<file path="config.mk">
export PLATFORM = sky130hd
export DESIGN_NAME = jtpopeye_objline
export DESIGN_NICKNAME = d
export VERILOG_FILES = /design/src/rtl/jtpopeye_objline.sv
export SDC_FILE = /design/constraint.sdc
export NUM_CORES = 2
export LEC_CHECK = 0
export CELL_PAD_IN_SITES_DETAIL_PLACEMENT = 0
export CELL_PAD_IN_SITES_GLOBAL_PLACEMENT = 1
export CORE_ASPECT_RATIO = 0.7
export CORE_MARGIN = 2
export CORE_UTILIZATION = 48
export CTS_BUF_LIST = sky130_fd_sc_hd__clkbuf_4 sky130_fd_sc_hd__clkbuf_8
export CTS_CLUSTER_DIAMETER = 50
export DETAILED_ROUTE_END_ITERATION = 6
export PLACE_DENSITY_LB_ADDON = 0.1
export SETUP_SLACK_MARGIN = 0.4
export SYNTH_ARGS = -nofsm -noshare
export SYNTH_HDL_FRONTEND = slang
export SYNTH_SLANG_ARGS = --single-unit
</file>
<file path="constraint.sdc">
create_clock -name clk -period 4.7 [get_ports clk]
set_input_delay 0.94 -clock clk [delete_from_list [all_inputs] [get_ports clk]]
set_output_delay 0.94 -clock clk [all_outputs]
set_load 0.01 [all_outputs]
</file>
<file path="src/rtl/jtpopeye_objline.sv">
// Double-buffered object line buffer: keeps the objects that cross the next line in the fill bank
// while the renderer reads the previous line's objects from the scan bank.
module jtpopeye_objline #(
    parameter int unsigned DW = 18,
    parameter int unsigned AW = 6,
    parameter int unsigned VW = 8,
    parameter int unsigned HW = 4
) (
    input  logic          clk,
    input  logic          rst_n,
    input  logic          cen,
    input  logic          line_start,
    input  logic [VW-1:0] vpos,
    input  logic          wr_en,
    input  logic [VW-1:0] wr_ypos,
    input  logic          wr_vflip,
    input  logic [DW-1:0] wr_data,
    input  logic [AW-1:0] rd_addr,
    output logic [DW-1:0] rd_data,
    output logic [HW-1:0] rd_row,
    output logic          rd_valid,
    output logic [AW:0]   scan_count,
    output logic          overflow
);

    localparam int unsigned DEPTH = 2**AW;
    localparam int unsigned MW    = HW + DW;
    localparam int unsigned CW    = AW + 1;

    logic          fill_bank;
    logic [AW:0]   fill_cnt;
    logic          ovf_int;
    logic          rd_sel;
    logic [MW-1:0] mem0 [DEPTH];
    logic [MW-1:0] mem1 [DEPTH];
    logic [MW-1:0] q0, q1, rd_word;

    logic [VW-1:0] sum;
    logic          visible;
    logic [HW-1:0] row;
    logic [AW:0]   cnt_base;
    logic [AW:0]   scan_cnt_eff;
    logic          room, do_fill, do_wr, wr_bank, rd_bank;
    logic [AW-1:0] wr_addr;

    // A swap in the same cen takes effect before the write and the read are resolved
    always_comb begin
        sum          = vpos + wr_ypos + VW'(1);
        visible      = (sum[VW-1:HW] == '0);
        row          = sum[HW-1:0] ^ {HW{wr_vflip}};
        cnt_base     = line_start ? '0 : fill_cnt;
        scan_cnt_eff = line_start ? fill_cnt : scan_count;
        room         = (cnt_base < CW'(DEPTH));
        do_fill      = cen && wr_en && visible;
        do_wr        = do_fill && room;
        wr_bank      = line_start ? ~fill_bank : fill_bank;
        rd_bank      = ~wr_bank;
        wr_addr      = cnt_base[AW-1:0];
    end

    always_ff @(posedge clk or negedge rst_n) begin
        if (!rst_n) begin
            fill_bank  <= 1'b0;
            fill_cnt   <= '0;
            ovf_int    <= 1'b0;
            scan_count <= '0;
            overflow   <= 1'b0;
            rd_valid   <= 1'b0;
            rd_sel     <= 1'b0;
        end else if (cen) begin
            if (line_start) begin
                fill_bank  <= ~fill_bank;
                scan_count <= fill_cnt;
                overflow   <= ovf_int;
            end
            fill_cnt <= cnt_base + (do_wr ? CW'(1) : CW'(0));
            ovf_int  <= (ovf_int && !line_start) || (do_fill && !room);
            rd_valid <= ({1'b0, rd_addr} < scan_cnt_eff);
            rd_sel   <= rd_bank;
        end
    end

    // One inferred RAM per bank, each with a registered read port
    always_ff @(posedge clk) begin
        if (cen) begin
            if (do_wr && !wr_bank) mem0[wr_addr] <= {row, wr_data};
            q0 <= mem0[rd_addr];
        end
    end

    always_ff @(posedge clk) begin
        if (cen) begin
            if (do_wr && wr_bank) mem1[wr_addr] <= {row, wr_data};
            q1 <= mem1[rd_addr];
        end
    end

    always_comb begin
        rd_word = rd_sel ? q1 : q0;
        rd_data = rd_valid ? rd_word[DW-1:0]  : '0;
        rd_row  = rd_valid ? rd_word[MW-1:DW] : '0;
    end

endmodule
</file>
==> impl_metrics.tcl <==
set metrics [dict create \
    status "complete, no violations" \
    post_cts_buffers 0 \
    avgRoutedWirePerCell_microns 38.05 \
    nets 5736 \
    synth-async-reset-ratio_pct 0.6600 \
    hpwl_microns 221400 \
    synth_cell_types 59 \
    grt_pass1_wl_microns 468200 \
    die_w_microns 578.6 \
    post_cts_resized 1 \
    io_pins 77 \
    hold_viol_final 0 \
    synthCells 4978 \
    slew_headroom_pct 15.64 \
    drc_errors 0 \
    grt_max_degree 129 \
    rsz0062_at_grt "false" \
    required_ps 3760 \
    hold_slack_ps 463.7 \
    grt_usage_pct 29.43 \
    drtAntennaViolNets 0 \
    fin_skew_ps 60.95 \
    drt_pass1_iterations 6 \
    slew_viol_final 0 \
    syn_to_final_growth_pct 15.21 \
    synth_nets 5040 \
    dpl.cell_count 8299 \
    fin_total_pwr_mw 52.70 \
    fp.dieH_microns 406.2 \
    cts_tree "yes" \
    leakagePower_nw 40.39 \
    critical_path_arrival_ps 3280 \
    cts_buffer_depth 4 \
    p_int_mw 39.98 \
    portBuffers 76 \
    max-cap-violations 0 \
    cts_sinks 2879 \
    antenna_found_initial 37 \
    worst_setup_path_end_kind "output port" \
    path_class "reg2out" \
    pwr_density_cell_nw_per_um2 412.4 \
    vias 57790 \
    irDropWorstVdd_mv 0.3038 \
    post-route-util_pct 55.68 \
    clk_latency_ps 1020 \
    routed_wl_microns 344200 \
    netSwitchingFraction_pct 24.14 \
    cpPeakStageDelay_ps 720 \
    synth-edff-count 2860 \
    synth-seq-area-share_pct 77.85 \
    p_switching_mw 12.72 \
    synth_warnings 0 \
    ys.flop_type "edfxtp_1" \
    finalNonFillerCells 9047 \
    cts.clk_slew.worst_paths_ps 60 \
    die-area_sq_um 235000 \
    cpMaxStageDelayCell "dfrtp_2" \
    fmax_mhz 237.1 \
    syn_area_sq_um 110900 \
    ys_seq_elements 2879 \
    layout_commonest_cell "edfxtp_1" \
    worst_pin_slew_ps 1265 \
    grt_overflow 0 \
    clockRootBuffer "clkbuf_8" \
    layout_common_cells "edfxtp_1 (2860), mux4_2 (694), clkbuf_8 (439), buf_4 (419), mux2i_1 (150)" \
    cp-start-kind "register" \
    setup_violations 0 \
    path_cells "buf_4, mux2i_2, nor2b_1, clkdlybuf4s50_1" \
    power_frac_clock_pct 37.2 \
    syn_area_per_cell_sq_um 22.28 \
    h-tree-depth 5 \
    pre_cts_ws_ps 171.2 \
    seq_power_share_pct 54.4 \
    row_count 147 \
    vias_per_cell 6.388 \
    p_comb_share_pct 8.4 \
    core_area_sq_um 229500 \
    cp_top_family "buffers and inverters" \
    drive_gt1_share_pct 33.76 \
    hold_class "in2reg" \
    postCtsHoldBufs 0 \
    critPathBufInv 2 \
    cts_buffers 427 \
    routabilityCongestion 0.8941 \
    fin_crit_ps 4218 \
    synth_top_area_share_pct 77.42 \
    yosysTopAreaCell "edfxtp_1" \
    initialDrtViolationCount 9299 \
    worstPathMaxFanout 14 \
    finalCritPeriodShare_pct 89.74 \
    start_util_pct 48.33 \
    synth.area.top_cells "edfxtp_1 (77%), mux4_2 (14%), mux2i_1 (1.4%)" \
    worst_slack_ps 482.0 \
    grt_pass1_vias 55470 \
]
metal layers:
metal / vias up / wire, microns / global-route usage [%] / share of wire [%]
met5: - / 66 / 0 / 0.019
met4: 10 / 7579 / 7.129 / 2.2
met3: 419 / 44450 / 8.919 / 13
met2: 3546 / 147000 / 40.85 / 43
met1: 31060 / 145200 / 45.54 / 42
li1: 22750 / - / - / -
worst paths after layout:
path	to	cells after the start	startpoint	slack, ps
min	mem1[56][3]	1	wr_data[3]	460
max reg2reg	mem0[23][19]	7	fill_cnt[1]	1540
max in group asynchronous	rd_sel	2	rst_n	3470
min in group asynchronous	scan_count[1]	1	rst_n	510
max	rd_data[4]	4	rd_sel	480
min reg2reg	overflow	1	overflow	520
kinds of logic (layout without fill, tap and decap cells):
group	after synthesis	count (layout)	synth area share, %
buffers and inverters	317	1319	1.334
adder cells (fa/ha/maj)	16	16	0.1872
flip-flops	2879	2879	77.85
AO/OA/AOI/OAI	452	452	2.849
AND/OR/NAND/NOR	436	436	2.020
other	0	13	0
XOR/XNOR	11	11	0.08685
multiplexers	867	867	15.68
Yosys cell counts, types with 19 or more instances:
master and number:
o221ai_1 43, a221oi_1 78, clkbuf_1 149, nand2_1 120
o22ai_1 74, buf_2 100, nor3_1 76, mux4_2 694
mux2i_1 151, nor2b_1 45, mux2_2 22, nor4_1 55
dfrtp_1 19, a22o_1 52, a21oi_1 124, o21ai_0 35
edfxtp_1 2860, nor2_1 59, buf_4 30
layout make-up:
class                   count  area [sq um]
fillers                 17150        101700
flip-flops and latches   2879         86360
multi-input cells        1782         24000
clock buffers             557          6928
repair buffers            568          5565
well taps                3054          3821
clock inverters           178          1032
inverters                  16         60.06
diodes                     13         32.53
flip-flops by register name (all words and copies together) (netlist names):
register	count
q1	22
mem0	1408
fill_cnt	7
q0	22
rd_sel	1
ovf_int	1
overflow	1
scan_count	7
mem1	1408
fill_bank	1
rd_valid	1
power by group through the flow:
stage	registers, mW	clock network, mW	logic, mW
floorplan	29.1	0	1.78
CTS	28.7	19.9	4.41
finish	28.7	19.6	4.43
detailed placement	29.2	0	4.40
global route	28.7	20.9	4.57
global placement	29.2	0	4.37
stage by stage:
stage          TNS [ps]  instance area [sq um]
2_1_floorplan   -547910                 111000
5_1_grt               0                 127800
3_5_place_dp          0                 119800
6_report              0                 127800
3_3_place_gp          0                 119800
4_1_cts               0                 127800
worst reg2reg max path, cell delays in order (launching register included):
cell      delay, ps
dfrtp_1         640
nand2b_1        270
inv_1           140
and2_1          260
nand3_1         110
buf_4           340
nor4_2          830
buf_12          260
Note: power is estimated with default switching activity, not from simulation.
